**src/rtl/apb_master.sv**
```systemverilog
`default_nettype none
// ============================================================================
//  Module   : apb_master
//  Purpose  : APB3 requester. Turns single-beat commands from a local command
//             interface into SETUP/ACCESS transfers and returns read data and
//             error status as a one-cycle response pulse.
//  Options  : APB_MASTER_TIMEOUT_EN - when defined, an ACCESS phase that waits
//             TIMEOUT_CYCLES cycles with PREADY low is terminated with an
//             error/timeout response. When undefined, ACCESS waits forever.
//  Revision : 1.0 - initial release
// ============================================================================
module apb_master #(
  parameter int ADDR_WIDTH     = 32,
  parameter int DATA_WIDTH     = 32,
  parameter int TIMEOUT_CYCLES = 16
) (
  input  logic                  i_clk,
  input  logic                  i_reset_n,
  // Local command side
  input  logic                  cmd_valid,
  output logic                  cmd_ready,
  input  logic                  cmd_write,
  input  logic [ADDR_WIDTH-1:0] cmd_addr,
  input  logic [DATA_WIDTH-1:0] cmd_wdata,
  // Local response side
  output logic                  rsp_valid,
  output logic [DATA_WIDTH-1:0] rsp_rdata,
  output logic                  rsp_err,
  output logic                  rsp_timeout,
  // APB3 requester side
  output logic [ADDR_WIDTH-1:0] PADDR,
  output logic                  PWRITE,
  output logic [DATA_WIDTH-1:0] PWDATA,
  output logic                  PSELx,
  output logic                  PENABLE,
  input  logic [DATA_WIDTH-1:0] PRDATA,
  input  logic                  PREADY,
  input  logic                  PSLVERR
);

  // The timeout counter is 8 bits wide, so the limit must fit in 1..255.
  if (TIMEOUT_CYCLES < 1 || TIMEOUT_CYCLES > 255) begin : g_timeout_range_check
    $error("apb_master: TIMEOUT_CYCLES must be in the range 1..255");
  end

  typedef enum logic [1:0] {
    IDLE   = 2'd0,
    SETUP  = 2'd1,
    ACCESS = 2'd2
  } state_t;

  state_t                state;
  state_t                state_next;

  logic [ADDR_WIDTH-1:0] paddr_next;
  logic                  pwrite_next;
  logic [DATA_WIDTH-1:0] pwdata_next;
  logic                  psel_next;
  logic                  penable_next;
  logic                  rsp_valid_next;
  logic [DATA_WIDTH-1:0] rsp_rdata_next;
  logic                  rsp_err_next;

`ifdef APB_MASTER_TIMEOUT_EN
  localparam logic [7:0] TIMEOUT_LIMIT = 8'(TIMEOUT_CYCLES);

  logic [7:0]            wait_cnt;
  logic [7:0]            wait_cnt_next;
  logic [7:0]            wait_cnt_inc;
  logic                  rsp_timeout_q;
  logic                  rsp_timeout_next;

  // Count of ACCESS cycles seen so far with PREADY low, including this one.
  assign wait_cnt_inc = wait_cnt + 8'd1;
  assign rsp_timeout  = rsp_timeout_q;
`else
  assign rsp_timeout  = 1'b0;
`endif

  // Commands are only taken while the bus is idle.
  assign cmd_ready = (state == IDLE);

  // State register.
  always_ff @(posedge i_clk) begin
    if (!i_reset_n) begin
      state <= IDLE;
    end else begin
      state <= state_next;
    end
  end

  // Next-state and next-output decode for the SETUP/ACCESS sequence.
  always_comb begin
    state_next     = state;
    paddr_next     = PADDR;
    pwrite_next    = PWRITE;
    pwdata_next    = PWDATA;
    psel_next      = PSELx;
    penable_next   = PENABLE;
    rsp_valid_next = 1'b0;
    rsp_rdata_next = rsp_rdata;
    rsp_err_next   = rsp_err;
`ifdef APB_MASTER_TIMEOUT_EN
    wait_cnt_next    = wait_cnt;
    rsp_timeout_next = rsp_timeout_q;
`endif

    case (state)
      IDLE: begin
        if (cmd_valid && cmd_ready) begin
          paddr_next  = cmd_addr;
          pwrite_next = cmd_write;
          // Reads put zero on PWDATA so stale write data never leaks out.
          pwdata_next = cmd_write ? cmd_wdata : '0;
          psel_next   = 1'b1;
          state_next  = SETUP;
        end
      end

      SETUP: begin
        penable_next = 1'b1;
        state_next   = ACCESS;
`ifdef APB_MASTER_TIMEOUT_EN
        wait_cnt_next = '0;
`endif
      end

      ACCESS: begin
        if (PREADY) begin
          // Normal completion; also wins over a timeout on the same edge.
          rsp_valid_next = 1'b1;
          rsp_err_next   = PSLVERR;
          rsp_rdata_next = PWRITE ? '0 : PRDATA;
          psel_next      = 1'b0;
          penable_next   = 1'b0;
          state_next     = IDLE;
`ifdef APB_MASTER_TIMEOUT_EN
          rsp_timeout_next = 1'b0;
`endif
        end
`ifdef APB_MASTER_TIMEOUT_EN
        else if (wait_cnt_inc == TIMEOUT_LIMIT) begin
          // Completer never answered: force the transfer closed.
          rsp_valid_next   = 1'b1;
          rsp_err_next     = 1'b1;
          rsp_timeout_next = 1'b1;
          rsp_rdata_next   = '0;
          psel_next        = 1'b0;
          penable_next     = 1'b0;
          state_next       = IDLE;
          wait_cnt_next    = wait_cnt_inc;
        end else begin
          wait_cnt_next = wait_cnt_inc;
        end
`endif
      end

      default: begin
        psel_next    = 1'b0;
        penable_next = 1'b0;
        state_next   = IDLE;
      end
    endcase
  end

  // APB and response output registers.
  always_ff @(posedge i_clk) begin
    if (!i_reset_n) begin
      PADDR     <= '0;
      PWRITE    <= 1'b0;
      PWDATA    <= '0;
      PSELx     <= 1'b0;
      PENABLE   <= 1'b0;
      rsp_valid <= 1'b0;
      rsp_rdata <= '0;
      rsp_err   <= 1'b0;
    end else begin
      PADDR     <= paddr_next;
      PWRITE    <= pwrite_next;
      PWDATA    <= pwdata_next;
      PSELx     <= psel_next;
      PENABLE   <= penable_next;
      rsp_valid <= rsp_valid_next;
      rsp_rdata <= rsp_rdata_next;
      rsp_err   <= rsp_err_next;
    end
  end

`ifdef APB_MASTER_TIMEOUT_EN
  // ACCESS wait counter and sticky timeout flag.
  always_ff @(posedge i_clk) begin
    if (!i_reset_n) begin
      wait_cnt      <= '0;
      rsp_timeout_q <= 1'b0;
    end else begin
      wait_cnt      <= wait_cnt_next;
      rsp_timeout_q <= rsp_timeout_next;
    end
  end
`endif

endmodule
`default_nettype wire

```
**config.mk**
```make
export PLATFORM = sky130hd
export DESIGN_NAME = apb_master
export DESIGN_NICKNAME = d
export VERILOG_FILES = /design/src/rtl/apb_master.sv
export SDC_FILE = /design/constraint.sdc
export NUM_CORES = 1
export LEC_CHECK = 0
export ABC_AREA = 1
export CAP_MARGIN = 5
export CORE_ASPECT_RATIO = 1.5
export CORE_MARGIN = 2
export CORE_UTILIZATION = 40
export DETAILED_ROUTE_END_ITERATION = 8
export PLACE_DENSITY = 0.78
export SLEW_MARGIN = 20
export SYNTH_ARGS = -nofsm -noshare
export SYNTH_HDL_FRONTEND = slang
export SYNTH_SLANG_ARGS = --single-unit
```
**constraint.sdc**
```tcl
create_clock -name i_clk -period 1.51 [get_ports i_clk]
set_input_delay 0.3775 -clock i_clk [delete_from_list [all_inputs] [get_ports i_clk]]
set_output_delay 0.3775 -clock i_clk [all_outputs]
set_load 0.02 [all_outputs]
```
==> results by group <==
Status
  – Status: finished, final reports clean

Die
  – Io pins: 205
  – Die area: 0.0112 sq mm
  – CORE AREA: 0.0101 sq mm
  – DIE WIDTH: 87.3 microns
  – Chip height: 129 microns
  – Initial Util: 0.410
  – Site row count: 45

Setup path
  – WP data arrival: 1.08 ns
  – CP Max Fanout: 2
  – CP endpoint kind: output pin
  – Critical path class: flip-flop to output pin
  – Startpoint Class: flip-flop
  – CP Data Required Time: 1.13 ns

Place
  – # port buffers: 203
  – GPL Wtd Cong: 0.796
  – Setup WS pre-CTS: -0.0357 ns
  – Placed cell count: 860
  – Post-DP HPWL: 9170 microns

Pwr
  – Sw Ratio: 0.259
  – Max VDD drop: 0.631 mV
  – P_leak: 0.00326 uW
  – Combinational Power Share: 0.181
  – Psw: 1710 uW
  – Pint: 4900 uW
  – Flop pwr share: 0.442
  – Design Power: 6610 uW
  – Cell Pwr Density: 1020 mW/mm^2
  – Clock Power Share: 0.377

Clock tree
  – Clock Tree Root: clkbuf_16
  – Clock-pin slew on the worst setup and hold paths: 0.07 ns
  – H-tree levels: 3
  – Worst skew pair latency: 0.34 ns
  – Num CTS Buffers: 9
  – Clock Path Buffers: 2
  – Clk sink count: 103
  – CTS tree: yes
  – Setup Buffers After CTS: 0

Timing
  – Clk_skew: 0.00461 ns
  – Setup violators final: 0
  – RSZ-0062 raised after global routing: false
  – Setup_tns: 0 ns
  – Final Slew Violations: 0
  – Setup WS post-layout: 0.0484 ns
  – Min cycle time layout: 1.46 ns
  – Endpoints failing hold: 0
  – Tcrit/Tclk final: 0.968
  – Fmax: 684 MHz

Yosys
  – Syn nets: 666
  – Flops & latches, synth: 103
  – Post-synthesis mux area share: 0
  – Synth Area in XOR/XNOR: 0
  – Mapped Cells: 564
  – Cell area after synthesis: 0.00416 sq mm
  – Largest family of logic cells by synthesized area: simple AND/OR/NAND/NOR gates
  – Synthesis Warnings: 0
  – Synth Area in Simple Gates: 0.329
  – Post-Synth Adder-Cell Area: 0
  – Netlist cell types: 20
  – Complex-gate fraction of the synthesized area: 0.0830
  – Avg Inst Size Synth: 7.37 sq um
  – Seq/Total Area, Yosys: 0.496

Final layout
  – Non-Filler Instances: 876
  – Share of cells above drive strength 1: 0.0553
  – Area grow syn2layout: 56.5%
  – Post-layout util: 0.642
  – Diode count: 0
  – FILL cells: 931
  – # nets final: 856

Drt
  – Total wire length: 12400 microns
  – Antenna violation net count after detailed routing: 0
  – Detailed Routing Iterations Pass 1: 5
  – Via/cell ratio: 4.90
  – Via count: 4293
  – 1st-iter DRT viols: 201
  – Routed WL per cell: 14.2 microns
  – DRC violations left: 0

Global route
  – First-pass GRT wire length: 19800 microns
  – Number of global-route vias before repair: 4268
  – Initial antenna violation count: 0
  – GRT Util Overall: 0.222
  – Grt ovf: 0
  – Largest net degree at the start of global routing: 35

Min path
  – Worst hold path type: input port to flip-flop

Job
  – Count of max-cap constraint violations: 0
-- cell usage after synthesis --
| cell | number | area share |
|---|---|---|
| buf_4 | 7 | 0.013 |
| nand3b_1 | 33 | 0.060 |
| nor2_1 | 66 | 0.060 |
| buf_2 | 19 | 0.023 |
| inv_1 | 39 | 0.035 |
| clkbuf_1 | 15 | 0.014 |
| clkbuf_2 | 1 | 0.0012 |
| nand3_1 | 66 | 0.079 |
| dfxtp_1 | 103 | 0.50 |
| nand4_1 | 2 | 0.0030 |
| o21ai_0 | 33 | 0.040 |
| conb_1 | 1 | 0.00090 |
| inv_2 | 1 | 0.00090 |
| buf_6 | 1 | 0.0027 |
| nand2_2 | 1 | 0.0015 |
| nor2_4 | 1 | 0.0027 |
| clkinv_1 | 1 | 0.00090 |
| buf_1 | 1 | 0.00090 |
| a21oi_1 | 36 | 0.043 |
| nand2_1 | 137 | 0.12 |
-- logic make-up after synthesis --
kind of cell / count (synthesis)
AO/OA/AOI/OAI: 69
flip-flops: 103
AND/OR/NAND/NOR: 306
other: 1
buffers and inverters: 85
-- worst paths after layout --
check / depth (start not counted) / slack (ns) / startpoint / end
setup / recovery: 2 / 0.05 / state[1] / cmd_ready
hold / removal: 3 / 0.41 / cmd_valid / PWDATA[1]
setup reg to reg: 6 / 0.10 / state[1] / PWDATA[16]
hold reg to reg: 2 / 0.46 / PWDATA[14] / PWDATA[14]
-- worst max-delay path, cell delays in order, from the launching register on --
cell             delay [ns]
dfxtp_1                0.34
nor2_4                 0.11
clkdlybuf4s15_2        0.29
-- per-layer routing --
metal	wire [microns]	global-route usage	up-vias
met4	289	0.0923	0
met5	0	0	-
met2	6370	0.407	160
li1	-	-	2165
met1	4910	0.238	1951
met3	839	0.0532	17
-- cells in the final DEF, fill, tap and decap left out, types with 9 or more instances in the layout --
cell type        instances
dlygate4sd2_1          101
o21ai_0                 33
nand3_1                 66
nor2_1                  66
dfxtp_1                103
inv_1                   39
nand2_1                137
a21oi_1                 36
clkdlybuf4s50_1         99
clkbuf_16                9
buf_4                   15
nand3b_1                33
-- timing repair --
action,in CTS,in global routing
cloned,0,0
endpoints found under the setup margin,119,6
gates resized for setup,105,2
hold buffers,0,0
-- area by class of cell --
| cell class | instances | area, sq um | share of cell area |
|---|---|---|---|
| repair buffers | 223 | 2100 | 0.323 |
| flip-flops and latches | 103 | 2060 | 0.317 |
| multi-input cells | 376 | 1720 | 0.264 |
| clock buffers | 10 | 239 | 0.0367 |
| inverters | 41 | 159 | 0.0244 |
| well taps | 117 | 146 | 0.0225 |
| clock inverters | 6 | 83.8 | 0.0129 |
-- per-stage QoR --
| stage | cell area [sq um] | hold slack (ns) |
|---|---|---|
| 2_1_floorplan | 4160 | 0.511 |
| 3_3_place_gp | 6300 | 0.447 |
| 3_5_place_dp | 6300 | 0.455 |
| 4_1_cts | 6500 | 0.402 |
| 5_1_grt | 6510 | 0.430 |
| 6_report | 6510 | 0.412 |
-- sequential cells by signal (all words and copies together) (netlist names) --
name / cells
PADDR: 32
PENABLE: 1
PSELx: 1
PWDATA: 32
PWRITE: 1
rsp_err: 1
rsp_rdata: 32
rsp_valid: 1
state: 2
-- power groups by stage --
stage               clock network (uW)  logic (uW)  registers [uW]
finish                            2490        1200            2920
floorplan                            0         466            3160
global route                      2650        1310            2940
CTS                               2540        1200            2920
global placement                     0        1270            2990
detailed placement                   0        1290            2990
Note: power is estimated with default switching activity, not from simulation.
